===== config.mk =====
export PLATFORM = sky130hd
export DESIGN_NAME = icache_line_responder_flat
export DESIGN_NICKNAME = d
export VERILOG_FILES = /design/src/rtl/icache_line_responder_if.sv /design/src/rtl/icache_line_responder.sv /design/src/flat_wrapper.sv
export SDC_FILE = /design/constraint.sdc
export NUM_CORES = 1
export LEC_CHECK = 0
export CORE_ASPECT_RATIO = 0.8
export CORE_MARGIN = 2
export CORE_UTILIZATION = 35
export DETAILED_ROUTE_END_ITERATION = 16
export HOLD_SLACK_MARGIN = 0.12
export PLACE_DENSITY = 0.85
export SLEW_MARGIN = 10
export SYNTH_ARGS = -nofsm -noshare
export SYNTH_HDL_FRONTEND = slang
export SYNTH_SLANG_ARGS = --single-unit

===== constraint.sdc =====
create_clock -name clk -period 1.7 [get_ports clk]
set_clock_uncertainty 0.2 [all_clocks]
set_input_delay 0.34 -clock clk [delete_from_list [all_inputs] [get_ports clk]]
set_output_delay 0.34 -clock clk [all_outputs]
set_load 0.05 [all_outputs]

===== src/rtl/icache_line_responder_if.sv =====
// ----------------------------------------------------------------------------
// icache_line_responder_if
//
// Purpose:
//   Bundles the signals around the instruction-cache line responder:
//   - the line-read command/response bus from the cache line loader;
//   - the single-word read port toward ROM/SRAM.
//
// Signals (direction as seen from the responder, modport slave):
//   cmd_valid            in   line-read command valid
//   cmd_ready            out  command accepted when cmd_valid && cmd_ready
//   cmd_payload_address  in   byte address of any byte in the requested line
//   rsp_valid            out  response beat valid (no backpressure)
//   rsp_payload_data     out  beat data
//   rsp_payload_error    out  beat error flag
//   mem_req              out  word read request, held until mem_ack
//   mem_addr             out  word index relative to BASE
//   mem_ack              in   read complete this cycle
//   mem_rdata            in   read data, valid with mem_ack
//   mem_err              in   read error, valid with mem_ack
//
// The master modport is the mirror image and serves the environment,
// which plays both the cache and the memory.
// ----------------------------------------------------------------------------
interface icache_line_responder_if;
    logic        cmd_valid;
    logic        cmd_ready;
    logic [31:0] cmd_payload_address;
    logic        rsp_valid;
    logic [31:0] rsp_payload_data;
    logic        rsp_payload_error;
    logic        mem_req;
    logic [29:0] mem_addr;
    logic        mem_ack;
    logic [31:0] mem_rdata;
    logic        mem_err;

    modport slave (
        input  cmd_valid, cmd_payload_address, mem_ack, mem_rdata, mem_err,
        output cmd_ready, rsp_valid, rsp_payload_data, rsp_payload_error,
               mem_req, mem_addr
    );

    modport master (
        output cmd_valid, cmd_payload_address, mem_ack, mem_rdata, mem_err,
        input  cmd_ready, rsp_valid, rsp_payload_data, rsp_payload_error,
               mem_req, mem_addr
    );
endinterface


===== src/rtl/icache_line_responder.sv =====
// ----------------------------------------------------------------------------
// icache_line_responder
//
// Purpose:
//   Memory-side responder for the instruction-cache line refill bus. Each
//   accepted line-read command is served as a burst of BEATS single-word
//   reads (ascending from word 0 of the line). Every returned word becomes
//   one response beat, one cycle after its mem_ack, carrying the read error
//   flag of that word. Lines outside [BASE, BASE+SIZE_BYTES) get a burst of
//   BEATS error beats (data 0), and memory is never touched.
//
// Ports:
//   clk    in   system clock, all state updates on the rising edge
//   reset  in   synchronous, active-high reset
//   bus    slave modport of icache_line_responder_if (command, response,
//          memory read port)
//
// Parameters:
//   LINE_BYTES  cache line size in bytes, power of two, >= 8
//   BASE        first byte address served, LINE_BYTES aligned
//   SIZE_BYTES  size of the served window, multiple of LINE_BYTES
// ----------------------------------------------------------------------------
module icache_line_responder #(
    parameter int unsigned LINE_BYTES = 32,
    parameter logic [31:0] BASE       = 32'h0000_0000,
    parameter logic [31:0] SIZE_BYTES = 32'h0001_0000
) (
    input logic                    clk,
    input logic                    reset,
    icache_line_responder_if.slave bus
);

    localparam int unsigned        BEATS     = LINE_BYTES / 4;
    localparam int unsigned        BEAT_W    = $clog2(BEATS);
    localparam logic [BEAT_W-1:0]  LAST_BEAT = BEAT_W'(BEATS - 1);
    localparam logic [31:0]        LINE_MASK = 32'(LINE_BYTES - 1);

    typedef enum logic [1:0] {
        S_IDLE,
        S_READ,
        S_ERR
    } state_t;

    state_t            state_q,     state_d;
    logic [BEAT_W-1:0] beat_q,      beat_d;
    logic [29:0]       word_base_q, word_base_d;
    logic              rsp_valid_q, rsp_valid_d;
    logic [31:0]       rsp_data_q,  rsp_data_d;
    logic              rsp_err_q,   rsp_err_d;

    // Offset of the requested line from BASE. A line below BASE wraps to a
    // value of at least 2^32-BASE, which is never below SIZE_BYTES for a
    // legal window, so a single unsigned compare covers both bounds.
    logic [31:0] line_off;
    logic        in_window;

    assign line_off  = (bus.cmd_payload_address & ~LINE_MASK) - BASE;
    assign in_window = (line_off < SIZE_BYTES);

    // NOTE: sequential state only uses non-blocking assignments so every
    // flop samples the values computed in the previous cycle, independent
    // of process ordering. Reset is synchronous: it is just one more input
    // sampled on the rising edge.
    always_ff @(posedge clk) begin
        if (reset) begin
            state_q     <= S_IDLE;
            beat_q      <= '0;
            word_base_q <= '0;
            rsp_valid_q <= 1'b0;
            rsp_data_q  <= '0;
            rsp_err_q   <= 1'b0;
        end else begin
            state_q     <= state_d;
            beat_q      <= beat_d;
            word_base_q <= word_base_d;
            rsp_valid_q <= rsp_valid_d;
            rsp_data_q  <= rsp_data_d;
            rsp_err_q   <= rsp_err_d;
        end
    end

    // NOTE: every variable gets a default before the case statement, so no
    // path leaves one unassigned and no latch is inferred. The response
    // payload defaults to its own flop: it holds while rsp_valid is low.
    always_comb begin
        state_d     = state_q;
        beat_d      = beat_q;
        word_base_d = word_base_q;
        rsp_valid_d = 1'b0;
        rsp_data_d  = rsp_data_q;
        rsp_err_d   = rsp_err_q;

        unique case (state_q)
            S_IDLE: begin
                if (bus.cmd_valid) begin
                    beat_d      = '0;
                    word_base_d = 30'(line_off >> 2);
                    state_d     = in_window ? S_READ : S_ERR;
                end
            end

            S_READ: begin
                // Wait states simply leave everything untouched, so the
                // request and its address stay stable until the ack.
                if (bus.mem_ack) begin
                    rsp_valid_d = 1'b1;
                    rsp_data_d  = bus.mem_rdata;
                    rsp_err_d   = bus.mem_err;
                    beat_d      = beat_q + 1'b1;
                    if (beat_q == LAST_BEAT) begin
                        state_d = S_IDLE;
                    end
                end
            end

            S_ERR: begin
                rsp_valid_d = 1'b1;
                rsp_data_d  = '0;
                rsp_err_d   = 1'b1;
                beat_d      = beat_q + 1'b1;
                if (beat_q == LAST_BEAT) begin
                    state_d = S_IDLE;
                end
            end

            default: begin
                state_d = S_IDLE;
            end
        endcase
    end

    // Handshake outputs are masked by reset so nothing is accepted or
    // requested in a reset cycle, even if the state register has not yet
    // returned to IDLE.
    assign bus.cmd_ready         = (state_q == S_IDLE) && !reset;
    assign bus.mem_req           = (state_q == S_READ) && !reset;
    assign bus.mem_addr          = word_base_q + 30'(beat_q);
    assign bus.rsp_valid         = rsp_valid_q;
    assign bus.rsp_payload_data  = rsp_data_q;
    assign bus.rsp_payload_error = rsp_err_q;

endmodule


===== src/flat_wrapper.sv =====
// flat-port wrapper written by rule: the top's interface ports become plain ports
module icache_line_responder_flat 
#(
    parameter int unsigned LINE_BYTES = 32,
    parameter logic [31:0] BASE       = 32'h0000_0000,
    parameter logic [31:0] SIZE_BYTES = 32'h0001_0000
)
  (clk, reset, bus_cmd_valid, bus_cmd_payload_address, bus_mem_ack, bus_mem_rdata, bus_mem_err, bus_cmd_ready, bus_rsp_valid, bus_rsp_payload_data, bus_rsp_payload_error, bus_mem_req, bus_mem_addr);
  icache_line_responder_if bus_i ();
  input logic clk;
  input logic reset;
  input wire logic [$bits(bus_i.cmd_valid)-1:0] bus_cmd_valid;
  input wire logic [$bits(bus_i.cmd_payload_address)-1:0] bus_cmd_payload_address;
  input wire logic [$bits(bus_i.mem_ack)-1:0] bus_mem_ack;
  input wire logic [$bits(bus_i.mem_rdata)-1:0] bus_mem_rdata;
  input wire logic [$bits(bus_i.mem_err)-1:0] bus_mem_err;
  output wire logic [$bits(bus_i.cmd_ready)-1:0] bus_cmd_ready;
  output wire logic [$bits(bus_i.rsp_valid)-1:0] bus_rsp_valid;
  output wire logic [$bits(bus_i.rsp_payload_data)-1:0] bus_rsp_payload_data;
  output wire logic [$bits(bus_i.rsp_payload_error)-1:0] bus_rsp_payload_error;
  output wire logic [$bits(bus_i.mem_req)-1:0] bus_mem_req;
  output wire logic [$bits(bus_i.mem_addr)-1:0] bus_mem_addr;
  assign bus_i.cmd_valid = bus_cmd_valid;
  assign bus_i.cmd_payload_address = bus_cmd_payload_address;
  assign bus_i.mem_ack = bus_mem_ack;
  assign bus_i.mem_rdata = bus_mem_rdata;
  assign bus_i.mem_err = bus_mem_err;
  assign bus_cmd_ready = bus_i.cmd_ready;
  assign bus_rsp_valid = bus_i.rsp_valid;
  assign bus_rsp_payload_data = bus_i.rsp_payload_data;
  assign bus_rsp_payload_error = bus_i.rsp_payload_error;
  assign bus_mem_req = bus_i.mem_req;
  assign bus_mem_addr = bus_i.mem_addr;
  icache_line_responder #(.LINE_BYTES(LINE_BYTES), .BASE(BASE), .SIZE_BYTES(SIZE_BYTES)) u_core (.clk(clk), .reset(reset), .bus(bus_i));
endmodule

---- Word-level counts from Yosys, hierarchy flattened ----
Index checks and enable logic that the tools add are counted.
storage, ports and cells
  register bits after elaboration ......... 66
  latch bits .............................. 0
  bits in writable memories ............... 0
  ROM bits ................................ 0
  bits of input ports ..................... 69
  output and inout bits ................... 66
  word-level logic and storage cells ...... 38
  memories ................................ 0
operators by class
  add/sub/neg operators ................... 2
  multiply operators ...................... 0
  div/mod/pow operators ................... 0
  $lt $le $gt $ge ......................... 1
  equality and inequality tests ........... 5
  shifts and indexed selects .............. 0
  muxes and demuxes ....................... 14
  bitwise operators ....................... 0
  reduce and logical (&&, ||, !) cells .... 10
operators with widths
  operator                count
  $pmux W32 S2            1
  $lt A32 B17 Y1 const B  1
  $mux W32                1
  $add A30 B3 Y30         1
  $pmux W3 S3             1
  $mux W2                 4
  $mux W3                 2
  $pmux W2 S3             1
  $reduce_and A2 Y1       3
  $ne A2 B2 Y1 const B    2
  $pmux W1 S2             2
  $add A3 B1 Y3 const B   1
  $eq A3 B3 Y1 const B    1
  $reduce_and A3 Y1       1
  $reduce_bool A3 Y1      1
  $eq A2 B1 Y1 const B    1
  $eq A2 B2 Y1 const B    1
  $logic_and A1 B1 Y1     2
  $logic_not A2 Y1        1
  $mux W1                 2
  $reduce_bool A2 Y1      1
  $logic_not A1 Y1        1

---- Depth between registers and ports, before layout ----
Gate-level depths: netlist of the first run.
  depth after elaboration ................. 4
  depth in mapped cells ................... 7
  gate-level depth less buffers ........... 5

---- Least setup slack after synthesis of the first run ----
No wires, ideal clock.
  path type ............................... reg2reg
  start ................................... register u_core.beat_q[0]
  end ..................................... register u_core.state_q[0]
  library setup time ...................... 0.068 ns
  arrival ................................. 1.633 ns
  setup slack ............................. -0.201 ns
  stages on the path, launching flop included .. 6
  path through ............................ dfxtp_1 ha_1 ha_1 nor2b_1 or4_4 o2bb2ai_2
between the ends
  cells in the longest elaborated chain, start to end .. 4
ends and longest elaborated chain
  item                    RTL line                                                    source
  start, declared         icache_line_responder.sv:45                                 logic [BEAT_W-1:0] beat_q, beat_d;
  start signal, assigned  icache_line_responder.sv:74                                 beat_q <= beat_d;
  $eq A3 B3 Y1 (*)        icache_line_responder.sv:110, icache_line_responder.sv:121
  $mux W2 (*)             n/a
  $mux W2                 n/a
  $pmux W2 S3 (*)         n/a
  end signal, assigned    icache_line_responder.sv:73                                 state_q <= state_d;
  end, declared           icache_line_responder.sv:44                                 state_t state_q, state_d;
Mark *: on every way between the ends. The rest lies on a longest branch, timed or not. The select of a mux whose other input is x is not followed.
A chain may end at the register's enable or synchronous reset.

---- Worst setup path after layout of the first run ----
  start ................................... register u_core.state_q[1]
  end ..................................... register u_core.rsp_data_q[25], in the netlist u_core.bus.rsp_payload_data[25]
between the ends
  cells in the longest elaborated chain, start to end .. 3
  elaborated cells between the ends (all ways) .. 6
  classes of those cells .................. 3 x eq/ne; 1 x mux; 2 x reduce/logical
ends and longest elaborated chain
  item                                                                 RTL line                     source
  $eq A2 B1 Y1 or $eq A2 B2 Y1 (tied branches)                         icache_line_responder.sv:93  unique case (state_q)
  $ne A2 B2 Y1 (no source line) or $reduce_bool A2 Y1 (tied branches)  n/a
  $reduce_and A2 Y1 (no source line)                                   n/a
  end signal, assigned                                                 icache_line_responder.sv:77  rsp_data_q <= rsp_data_d;
  end, declared                                                        icache_line_responder.sv:48  logic [31:0] rsp_data_q, rsp_data_d;
Several ways; a longest one is shown, not always the timed one.

==> flow_metrics.py, run 1 <==
metrics = {
    "outcome": {
        "violations": "setup timing",
        "status": "finished with violations",
    },
    "timing": {
        "setup_viol": 20,
        "worst_slack_ps": -32.09,
        "min_period_ps": 1732,
        "max_freq_ghz": 0.5773,
        "grt_setup_unrepaired": "yes",
        "hold_viol_final": 0,
        "slew_headroom_pct": 71.81,
        "slew_violations": 0,
        "fin_crit_sh_pct": 101.9,
        "worst-slew-pin-transition_ps": 419.0,
    },
    "die": {
        "rows": 28,
        "io_pins": 135,
        "die_area_sq_um": 8479,
        "fp.dieH_um": 82.76,
        "die_x_um": 102.5,
        "coreArea_sq_um": 7462,
        "initial_core_util_pct": 36.37,
    },
    "power": {
        "total_power_uw": 3626,
        "power_density_nw_per_um2": 706.5,
        "combPwrFrac_pct": 24.0,
        "p_switching_uw": 1049,
        "ir_worst_vdd_uv": 593.4,
        "seq_power_share_pct": 45.7,
        "p_sw_share_pct": 28.94,
        "power_frac_clock_pct": 30.3,
        "leakage_uw": 0.001880,
        "power.internal_uw": 2577,
    },
    "global_routing": {
        "grt_max_degree": 36,
        "grt-ovfl-total": 0,
        "track_usage_pct": 18.46,
        "grt_pass1_vias": 2428,
        "grt_pass1_wl_mm": 11.89,
        "antenna_found_initial": 0,
    },
    "clocking": {
        "cts_buffers": 9,
        "clkLatencyLatePin_ps": 330,
        "ctsHtreeMaxLevel": 3,
        "clockBufferDepth": 2,
        "ctsRootBufferMaster": "clkbuf_8",
        "cts_tree": "done",
        "postCtsHoldBufs": 0,
        "cts.clk_slew.worst_paths_ps": 70,
        "cts.sinks": 66,
    },
    "synth": {
        "syn_area_sq_um": 2714,
        "synthCells": 275,
        "ys_warn_count": 0,
        "synth_seq_cells": 66,
        "synth_sequential_area_ratio_pct": 48.69,
        "synth.avg_cell_area_sq_um": 9.869,
        "synth.net_count": 349,
        "synth.distinct_cells": 30,
    },
    "cells_and_area": {
        "fin_cells": 522,
        "drive_gt1_share_pct": 43.65,
        "finalNetCount": 488,
        "diodes": 0,
        "area_growth_pct": 89.12,
    },
    "min_path": {
        "min_path_type": "in -> reg",
    },
    "detailed_routing": {
        "routed_wl_mm": 7.869,
        "drt_iter0_markers": 44,
        "wl_per_cell_um": 15.07,
        "dr_wl_met3_um": 638,
        "drt-met1-wl_mm": 3.170,
        "topRoutingLayerUsed": "met4",
        "postRouteAntennaNets": 0,
        "dr.pass1.iters": 6,
        "via_per_inst": 4.801,
        "post-route-drc-count": 0,
        "routed-wl-met2_mm": 4.002,
        "dr_total_vias": 2506,
    },
    "worst_setup_path": {
        "start_kind": "flop",
        "worstPathCellList": "inv_4, ha_4, buf_4, and3b_2, buf_12, a22oi_1, nor2_1",
        "crit_slowest_cell": "dfxtp_4",
        "path_class": "reg -> reg",
        "cp.arrival_ps": 1750,
        "required_ps": 1720,
        "worst_path_largest_cell_delay_ps": 370,
        "crit_fanout": 17,
        "end_kind": "flop",
    },
    "job": {
        "maxCapViolCount": 0,
    },
    "place": {
        "io_buffers": 129,
        "placed_cells": 504,
        "place_ws_ps": -337.6,
        "place_congestion": 0.7515,
        "hpwl_mm": 5.747,
    },
}
-- stage by stage --
stage                     area [sq um]  TNS [ps]  utilization (%)  hold slack (ps)
after floorplan                   2716    -403.4                -            267.5
after global placement            4806     -3280            64.40            278.9
after detailed placement          4806     -5230            64.40            285.1
after CTS                         5037    -151.4            67.51            152.8
after global routing              5132     -2072            68.78            156.1
final                             5132    -336.1            68.78            162.4
-- logic make-up (layout without fill, tap and decap cells) --
group	count (synthesis)	in the layout	share of synthesized area (%)
adders and majority gates	5	5	2.305
buffers and inverters	25	167	5.854
and+or+nand+nor	107	107	19.96
AOI/OAI and AO/OA	70	70	22.31
muxes	2	2	0.8759
DFF	66	66	48.69
-- cell usage after synthesis (all sizes together) --
library cell	count	share of area [%]
o21ai	3	0.55
nand4b	1	0.32
a31oi	1	0.46
or4	1	0.41
a22o	1	0.32
buf	17	4.7
o2bb2ai	1	0.55
a21oi	31	5.7
ha	5	2.3
nor4	5	1.2
nor2	32	7.2
a22oi	32	14
or2b	3	0.83
nand4	3	0.69
nand2	55	7.6
a221oi	1	0.32
nor2b	4	0.92
and2	1	0.23
nor3b	1	0.28
and3b	1	0.32
mux2i	2	0.88
clkbuf	4	0.60
dfxtp	66	49
inv	4	0.55
-- layout make-up --
cell class | count | area [sq um]
fill | 562 | 2330
tap | 105 | 131.4
timing repair buffer | 149 | 2166
sequential | 66 | 1331
clock buffer | 10 | 137.6
multi-input combinational | 184 | 1326
clock inverter | 4 | 20.02
inverter | 4 | 20.02
-- layer usage --
metal  track usage [%]  vias to the layer above
met3             7.744                        6
met4             5.200                        0
met5                 0                        -
met2             31.31                       92
met1             21.49                     1185
li1                  -                     1223
-- path summary, 6_finish.rpt --
kind	from	to	slack [ps]	cells after the start
worst min-delay path	reset	u_core.beat_q[2]$_SDFFE_PP0P_	160	2
worst max-delay path	u_core.state_q[1]$_SDFFE_PP0P_	u_core.bus.rsp_payload_data[25]$_SDFFE_PP0P_	-30	7
worst min register to register	u_core.word_base_q[23]$_SDFFE_PP0P_	u_core.word_base_q[23]$_SDFFE_PP0P_	290	2
worst max register to register	u_core.state_q[1]$_SDFFE_PP0P_	u_core.bus.rsp_payload_data[25]$_SDFFE_PP0P_	-30	7
-- sequential cells by signal, summed over array words and instances (netlist names) --
register / cells
u_core.beat_q: 3
u_core.state_q: 2
u_core.bus.rsp_payload_error: 1
u_core.bus.rsp_payload_data: 32
u_core.bus.rsp_valid: 1
u_core.word_base_q: 27
-- critical path: cells and delay by family (launching register included) --
kind	cells	cell delay [ps]
buffers and inverters	3	380
flip-flops	1	370
AND/OR/NAND/NOR	2	320
AO/OA/AOI/OAI	1	190
adder cells (fa/ha/maj)	1	150
-- power groups by stage --
| stage | Combinational (uW) | Sequential, uW | Clock, uW |
|---|---|---|---|
| 6_report | 872 | 1660 | 1100 |
| 5_1_grt | 919 | 1660 | 1210 |
| 3_5_place_dp | 843 | 1690 | 0 |
| 2_1_floorplan | 238 | 1830 | 0 |
| 3_3_place_gp | 827 | 1690 | 0 |
| 4_1_cts | 864 | 1660 | 1140 |
-- repair_timing --
action                                  4_1_cts  5_1_grt
pin swaps                                    18        8
endpoints found under the hold margin         0        0
gates cloned                                  0        2
buffers inserted                              2        0
resized for setup                            17       13
endpoints found under the setup margin       37       56
-- cells in the final DEF (no fill, tap or decap), types with 2 or more instances in the layout --
master / synthesis / final
buf_12: 0 / 68
clkdlybuf4s50_1: 0 / 62
dfxtp_1: 66 / 62
nand2_1: 55 / 54
a21oi_1: 31 / 31
a22oi_2: 30 / 31
nor2_2: 30 / 30
buf_4: 2 / 13
clkbuf_8: 0 / 10
clkinv_2: 0 / 4
nor2b_4: 0 / 3
or2b_1: 3 / 3
nor4_1: 5 / 3
nand4_1: 3 / 3
o21ai_0: 3 / 3
ha_1: 5 / 3
buf_8: 0 / 3
inv_4: 0 / 2
nor4_2: 0 / 2
nor2_1: 2 / 2
inv_1: 4 / 2
ha_4: 0 / 2
dfxtp_2: 0 / 2
dfxtp_4: 0 / 2
No activity file was read; power rests on OpenSTA's default activity.
==> run 2, diff against run 1 <==
--- a/config.mk
+++ b/config.mk
@@ -10,7 +10,7 @@
 export CORE_UTILIZATION = 35
 export DETAILED_ROUTE_END_ITERATION = 16
 export HOLD_SLACK_MARGIN = 0.12
-export PLACE_DENSITY = 0.85
+export PLACE_DENSITY = 0.73
 export SLEW_MARGIN = 10
 export SYNTH_ARGS = -nofsm -noshare
 export SYNTH_HDL_FRONTEND = slang
==> constraint.sdc (replaced) <==
create_clock -name clk -period 1.85 [get_ports clk]
set_clock_uncertainty 0.2 [all_clocks]
set_input_delay 0.37 -clock clk [delete_from_list [all_inputs] [get_ports clk]]
set_output_delay 0.37 -clock clk [all_outputs]
set_load 0.05 [all_outputs]
==> flow_metrics.py, run 2 (synthesis results as in run 1) <==
metrics = {
    "detailed_routing": {
        "wl_per_cell_um": 13.33,
        "dr.pass1.iters": 4,
        "dr_total_vias": 2397,
        "post-route-drc-count": 0,
        "via_per_inst": 4.610,
        "drt_iter0_markers": 57,
        "routed_wl_mm": 6.933,
        "postRouteAntennaNets": 0,
    },
    "global_routing": {
        "grt_max_degree": 35,
        "track_usage_pct": 16.41,
        "grt_pass1_vias": 2281,
        "grt-ovfl-total": 0,
        "antenna_found_initial": 0,
        "grt_pass1_wl_mm": 10.79,
    },
    "power": {
        "power_density_nw_per_um2": 770.5,
        "ir_worst_vdd_uv": 551.7,
        "leakage_uw": 0.001664,
    },
    "clocking": {
        "ctsRootBufferMaster": "clkbuf_8",
        "clockBufferDepth": 2,
        "cts_tree": "done",
        "cts.sinks": 66,
        "clkLatencyLatePin_ps": 330,
        "cts.clk_slew.worst_paths_ps": 70,
        "cts_buffers": 9,
        "ctsHtreeMaxLevel": 3,
    },
    "place": {
        "hpwl_mm": 5.027,
        "place_ws_ps": -243.0,
        "dpl_cell_area_sq_um": 3993,
        "place_congestion": 0.7471,
        "io_buffers": 129,
    },
    "timing": {
        "fin_crit_sh_pct": 96.72,
        "grt_setup_unrepaired": "no",
        "slew_headroom_pct": 69.69,
        "worst_slack_ps": 60.61,
        "hold_viol_final": 0,
        "max_freq_ghz": 0.5589,
        "min_period_ps": 1789,
        "worst-slew-pin-transition_ps": 454.7,
        "setup_viol": 0,
        "slew_violations": 0,
    },
    "worst_setup_path": {
        "end_kind": "primary output",
        "start_kind": "flop",
        "reg2reg_slack_ps": 170,
        "crit_fanout": 5,
        "required_ps": 1280,
        "cp.arrival_ps": 1220,
        "path_class": "reg -> out",
    },
    "die": {
        "coreArea_sq_um": 7462,
        "rows": 28,
        "die_x_um": 102.5,
        "io_pins": 135,
        "fp.dieH_um": 82.76,
        "initial_core_util_pct": 36.37,
        "die_area_sq_um": 8479,
    },
    "cells_and_area": {
        "final_cell_area_sq_um": 4233,
        "utilization_pct": 56.72,
        "final_cell_mix": "buf_4, clkdlybuf4s50_1, dfxtp_1",
        "drive_gt1_share_pct": 41.93,
        "diodes": 0,
        "finalNetCount": 486,
        "final_common_cell": "buf_4",
        "largest_reg_flops": 32,
        "area_growth_pct": 55.97,
    },
    "min_path": {
        "min_path_type": "reg -> reg",
    },
    "job": {
        "maxCapViolCount": 0,
    },
    "outcome": {
        "status": "completed",
    },
}
run 2: cell count changes in the layout (fill, tap and decap cells not counted), sizes merged:
cell,change
buf,-1
clkbuf,+1
clkinv,-3
clkinvlp,+1
run 2: routing by layer:
metal | GRT usage [%] | vias to the layer above | routed length [um]
li1 | - | 1214 | -
met1 | 19.69 | 1072 | 3085
met2 | 25.69 | 103 | 3102
met3 | 7.744 | 8 | 676
met4 | 6.133 | 0 | 68
met5 | 0 | - | 0
run 2: timing repair:
item | 4_1_cts | 5_1_grt
hold buffers | 0 | 0
buffers inserted | 0 | 2
pin swaps | 0 | 1
resized for setup | 12 | 2
setup endpoints to repair | 2 | 2
run 2: path summary, 6_finish.rpt:
kind,start,end,cells after the start
max,u_core.state_q[0]$_SDFFE_PP0P_,bus_cmd_ready,4
min,u_core.word_base_q[6]$_SDFFE_PP0P_,u_core.word_base_q[6]$_SDFFE_PP0P_,2
max reg2reg,u_core.state_q[1]$_SDFFE_PP0P_,u_core.state_q[0]$_SDFFE_PP0P_,6
min reg2reg,u_core.word_base_q[6]$_SDFFE_PP0P_,u_core.word_base_q[6]$_SDFFE_PP0P_,2
run 2: report_power, final:
group          switching (uW)  leakage (uW)  internal (uW)
registers                27.5      0.000538           1470
logic                     384       0.00103            286
clock network             514     0.0000903            579
total                     925       0.00166           2340
run 2: cell type report:
type                       instances  area, sq um
fill                             702         3229
sequential                        66         1326
timing repair buffer             147         1301
multi-input combinational        184         1279
clock buffer                      12        165.2
tap                              105        131.4
inverter                           4        17.52
clock inverter                     2        12.51
run 2: stage by stage:
stage	total power (uW)	instances	TNS, ps	hold WS [ps]
floorplan	1903	275	-162.5	267.5
global route	3409	520	0	264.4
detailed placement	2189	504	-1338	246.6
global placement	2181	504	-1116	242.3
CTS	3302	518	0	214.3
finish	3261	520	0	253.7
run 2: worst max-delay path: stages, from the launching register on:
cell and delay [ps]:
dfxtp_2 380, inv_2 70, ha_4 170, nor2b_4 120, buf_6 150
==> run 3, diff against run 2 <==
--- a/config.mk
+++ b/config.mk
@@ -5,12 +5,12 @@
 export SDC_FILE = /design/constraint.sdc
 export NUM_CORES = 1
 export LEC_CHECK = 0
-export CORE_ASPECT_RATIO = 0.8
+export CORE_ASPECT_RATIO = 0.5
 export CORE_MARGIN = 2
-export CORE_UTILIZATION = 35
+export CORE_UTILIZATION = 40
 export DETAILED_ROUTE_END_ITERATION = 16
 export HOLD_SLACK_MARGIN = 0.12
-export PLACE_DENSITY = 0.73
+export PLACE_DENSITY = 0.82
 export SLEW_MARGIN = 10
 export SYNTH_ARGS = -nofsm -noshare
 export SYNTH_HDL_FRONTEND = slang
==> flow_metrics.py, run 3 (synthesis results as in run 1) <==
metrics = {
    "outcome": {
        "status": "completed",
    },
    "cells_and_area": {
        "final_cell_area_sq_um": 4330,
        "final_cell_mix": "buf_4, clkdlybuf4s50_1, dfxtp_1",
        "utilization_pct": 65.40,
        "drive_gt1_share_pct": 41.30,
        "finalNetCount": 484,
        "diodes": 0,
        "largest_reg_flops": 32,
        "final_common_cell": "buf_4",
        "area_growth_pct": 59.57,
    },
    "worst_setup_path": {
        "crit_slowest_cell": "dfxtp_4",
        "worst_path_largest_cell_delay_ps": 370,
        "required_ps": 1280,
        "reg2regPathDepth": 6,
        "r2r_start": "u_core.state_q[0]$_SDFFE_PP0P_",
        "cp.arrival_ps": 1230,
        "worstReg2RegEnd": "u_core.bus.rsp_payload_data[14]$_SDFFE_PP0P_",
        "critPathLaunch": "u_core.state_q[0]$_SDFFE_PP0P_",
        "end_kind": "primary output",
        "crit_fanout": 5,
        "reg2reg_slack_ps": 140,
        "critPathCapture": "bus_cmd_ready",
        "start_kind": "flop",
        "path_class": "reg -> out",
        "worstPathCellList": "inv_2, ha_4, nor2b_2, buf_6",
    },
    "clocking": {
        "cts_buffers": 9,
        "cts.clk_slew.worst_paths_ps": 50,
        "ctsHtreeMaxLevel": 3,
        "clkLatencyLatePin_ps": 320,
        "ctsRootBufferMaster": "clkbuf_16",
        "clockBufferDepth": 2,
        "cts_tree": "done",
        "cts.sinks": 66,
    },
    "timing": {
        "worst-slew-pin-transition_ps": 513.7,
        "max_freq_ghz": 0.5561,
        "slew_headroom_pct": 65.75,
        "hold_viol_final": 0,
        "finalSetupTns_ps": 0,
        "setup_viol": 0,
        "min_period_ps": 1798,
        "fin_crit_sh_pct": 97.20,
        "slew_violations": 0,
    },
    "global_routing": {
        "antenna_found_initial": 0,
        "grt_pass1_vias": 2383,
        "grt_max_degree": 35,
        "grt_pass1_wl_mm": 11.10,
        "track_usage_pct": 18.51,
        "grt-ovfl-total": 0,
    },
    "power": {
        "ir_worst_vdd_uv": 447.6,
        "power_density_nw_per_um2": 876.7,
        "total_power_uw": 3796,
        "leakage_uw": 0.001709,
    },
    "die": {
        "initial_core_util_pct": 40.99,
        "die_area_sq_um": 7500,
        "fp.dieH_um": 62.25,
        "coreArea_sq_um": 6621,
        "die_x_um": 120.5,
        "rows": 21,
        "io_pins": 135,
    },
    "place": {
        "hpwl_mm": 5.156,
        "io_buffers": 129,
        "dpl_cell_area_sq_um": 3986,
        "place_congestion": 0.7123,
    },
    "detailed_routing": {
        "via_per_inst": 4.830,
        "postRouteAntennaNets": 0,
        "post-route-drc-count": 0,
        "dr.pass1.iters": 4,
        "wl_per_cell_um": 13.81,
        "dr_total_vias": 2444,
        "drt_iter0_markers": 95,
        "routed_wl_mm": 6.986,
    },
    "min_path": {
        "min_path_type": "in -> reg",
    },
    "job": {
        "maxCapViolCount": 0,
    },
}
-- run 3: critical path, delay by kind of cell (launching register included) --
kind / cells / cell delay [ps]
flip-flops: 1 / 370
adder cells (fa/ha/maj): 1 / 170
buffers and inverters: 2 / 210
AND/OR/NAND/NOR: 1 / 150
-- run 3: what timing repair did --
| item | 4_1_cts | 5_1_grt |
|---|---|---|
| gates resized for setup | 11 | 2 |
| hold buffers | 0 | 0 |
| buffers inserted | 0 | 2 |
| endpoints found under the setup margin | 2 | 2 |
-- run 3: worst min path at each step --
stage	startpoint	to	slack (ps)	cells past startpoint
finish	reset	u_core.beat_q[1]$_SDFFE_PP0P_	170	2
CTS	reset	u_core.beat_q[1]$_SDFFE_PP0P_	140	2
global route	reset	u_core.beat_q[1]$_SDFFE_PP0P_	180	2
floorplan	u_core.state_q[0]$_SDFFE_PP0P_	u_core.state_q[0]$_SDFFE_PP0P_	270	1
global placement	u_core.word_base_q[24]$_SDFFE_PP0P_	u_core.word_base_q[24]$_SDFFE_PP0P_	240	2
detailed placement	u_core.word_base_q[21]$_SDFFE_PP0P_	u_core.word_base_q[21]$_SDFFE_PP0P_	250	2
-- run 3: power breakdown --
part / switching [uW] / total [uW] / internal [uW]
registers: 28.7 / 1500 / 1470
clock network: 564 / 1630 / 1070
logic: 382 / 665 / 283
-- run 3: metal layers --
metal,vias up,GRT usage [%],wire length [um]
met2,76,32.13,3639
met4,0,10.03,208
met1,1133,20.02,2713
met3,21,6.158,425
met5,-,0,0
li1,1214,-,-
-- run 3: final cells by class --
type                       instances  area, sq um
sequential                        66         1329
timing repair buffer             145         1311
tap                               92        115.1
multi-input combinational        184         1274
clock buffer                      12        246.5
fill                             519         2291
inverter                           4        15.01
clock inverter                     3        40.04
-- run 3: through the flow --
stage / setup WS (ps) / hold WS [ps] / cells
after floorplan: -81.23 / 267.5 / 275
after global placement: -147.9 / 244.0 / 489
after detailed placement: -99.85 / 249.4 / 489
after CTS: 17.43 / 139.4 / 504
after global routing: -3.886 / 180.7 / 506
final: 51.81 / 166.3 / 506
==> variant: new RTL, settings of run 1 <==
`LINE_BYTES` is set to 32 in 2 places; all go to 64.
--- a/src/rtl/icache_line_responder.sv
+++ b/src/rtl/icache_line_responder.sv
@@ -21,7 +21,7 @@
 //   SIZE_BYTES  size of the served window, multiple of LINE_BYTES
 // ----------------------------------------------------------------------------
 module icache_line_responder #(
-    parameter int unsigned LINE_BYTES = 32,
+    parameter int unsigned LINE_BYTES = 64,
     parameter logic [31:0] BASE       = 32'h0000_0000,
     parameter logic [31:0] SIZE_BYTES = 32'h0001_0000
 ) (
--- a/src/flat_wrapper.sv
+++ b/src/flat_wrapper.sv
@@ -1,7 +1,7 @@
 // flat-port wrapper written by rule: the top's interface ports become plain ports
 module icache_line_responder_flat 
 #(
-    parameter int unsigned LINE_BYTES = 32,
+    parameter int unsigned LINE_BYTES = 64,
     parameter logic [31:0] BASE       = 32'h0000_0000,
     parameter logic [31:0] SIZE_BYTES = 32'h0001_0000
 )
Check against the original RTL: not equivalent (Yosys sat finds a counterexample within 4 cycles, from zero or initial values and one cycle with reset high).
==> variant against run 1 <==
- final area up 3.9%
- synthesized area decreased by 9.3%
- fmax decreased by 5.4%
- routed wire length increased by 18%
- power is 30% higher
- count of clock-buffer cells in the layout did not move
- register-to-register slack worse by 0.04 ns
- the flow still finishes with violations (setup timing)
- critical path depth down 2
- sequential cell count stayed put
- setup slack lost 0.098 ns
- sequential power increased by 4%
- via count rose by 6.9%
==> variant: results <==
power_and_ir_drop:
  internal-power_mw: 3.17
  ir_worst_vdd_uv: 729
  leakage_nw: 2.03
logic_synthesis:
  ys_seq_area_share_pct: 53.7
  synth_commonest_cells: "dfxtp_1, nand2_1, nor2_1"
  ys_top_cells_by_area: "dfxtp_1, a22oi_1, nand2_1"
  syn_nets: 353
  synthArstFlopShare_pct: 0
  synth_ff_type: "dfxtp_1"
  synth_cell_types: 31
  yosysWarnings: 0
clocking:
  htreeDepth: 3
  cts-root-buf: "clkbuf_8"
  clock_path_buffers: 2
  clock_latency_ns: 0.34
  path_clk_slew_ns: 0.07
  numCtsBuffers: 9
grt:
  use_met2_pct: 41.1
  grt_max_degree: 28
  grt_usage_pct: 22.9
  antenna_found_initial: 0
  grt_first_pass_wirelength_um: 13900
  grt_util_met3_pct: 6.78
  grt_pass1_vias: 2826
  grt_util_met1_pct: 25.2
final_layout:
  antenna_cells: 0
  n_fill_cell: 420
  largest_reg_flops: 32
  drive_gt1_share_pct: 39.5
  nets: 508
detailed_routing:
  wl_um: 9290
  first_iter_violations: 75
  dr.pass1.iters: 4
  via_count: 2679
min_path:
  hp-class: "input port to flop"
place:
  dp_hpwl_um: 5700
  portBuffers: 128
  gp_congestion: 0.921
critical_path:
  crit_fanout: 3
  crit_arrival_ns: 1.29
sta:
  setup_viol: 36
  slew_headroom_pct: 74.7
  setup_slack_ns: -0.130
  fin_tns_setup_ns: -1.88
outcome:
  violations: "setup timing"
  outcome: "complete, but fails checks"
==> variant: worst paths after layout <==
check	from	endpoint	slack (ns)	cells after the start
worst max-delay path	u_core.state_q[0]	bus_cmd_ready	-0.13	5
worst min-delay path	reset	u_core.bus.rsp_payload_data[20]	0.28	3
worst max register to register	u_core.state_q[0]	u_core.bus.rsp_payload_data[18]	-0.07	8
worst min register to register	u_core.word_base_q[27]	u_core.word_base_q[27]	0.29	2
==> variant: cell type report <==
| cell class | instances | area (um^2) | area share, % |
|---|---|---|---|
| well taps | 87 | 109 | 2.04 |
| clock buffers | 10 | 128 | 2.39 |
| repair buffers | 163 | 2380 | 44.7 |
| inverters | 6 | 27.5 | 0.516 |
| flip-flops and latches | 66 | 1330 | 24.9 |
| clock inverters | 6 | 57.6 | 1.08 |
| multi-input cells | 189 | 1300 | 24.4 |
==> variant: power groups by stage <==
stage | Clock [mW] | Combinational [mW] | Sequential [mW]
after CTS | 1.29 | 1.49 | 1.73
after global routing | 1.36 | 1.81 | 1.74
after global placement | 0 | 1.31 | 1.75
after floorplan | 0 | 0.380 | 1.98
final | 1.27 | 1.73 | 1.73
after detailed placement | 0 | 1.34 | 1.76
==> variant: worst max-delay path, cell delays in order (launching register included) <==
cell and delay (ns):
dfxtp_2 0.33, inv_2 0.07, buf_6 0.10, ha_4 0.13, nor2b_4 0.17, buf_12 0.15
==> variant: per-stage QoR <==
stage / worst slack, ns / instance area [um^2] / utilization [%] / cells / power (mW)
detailed placement: -0.251 / 4640 / 67.7 / 496 / 3.09
global route: -0.191 / 5330 / 77.7 / 527 / 4.90
finish: -0.130 / 5330 / 77.7 / 527 / 4.73
floorplan: 0.0110 / 2470 / - / 280 / 2.36
global placement: -0.275 / 4640 / 67.7 / 496 / 3.06
CTS: -0.100 / 5170 / 75.4 / 522 / 4.51
==> variant: timing repair <==
item,4_1_cts,5_1_grt
pin swaps,17,14
setup buffers,8,5
gates resized for setup,41,26
setup endpoints to repair,33,40
gates cloned,4,3
==> variant: per-layer routing <==
layer / routed length (um) / up-vias
met4: 235 / 0
met3: 610 / 21
li1: - / 1292
met1: 3650 / 1265
met2: 4800 / 101
met5: 0 / -
==> variant: kinds of logic (layout without fill, tap and decap cells) <==
logic type	Yosys count	after routing	synth area share, %
adders and majority gates	4	4	2.03
buffers and inverters	25	185	4.32
muxes	1	1	0.407
and+or+nand+nor	111	111	20.1
AOI/OAI and AO/OA	73	73	19.5
DFF	66	66	53.7
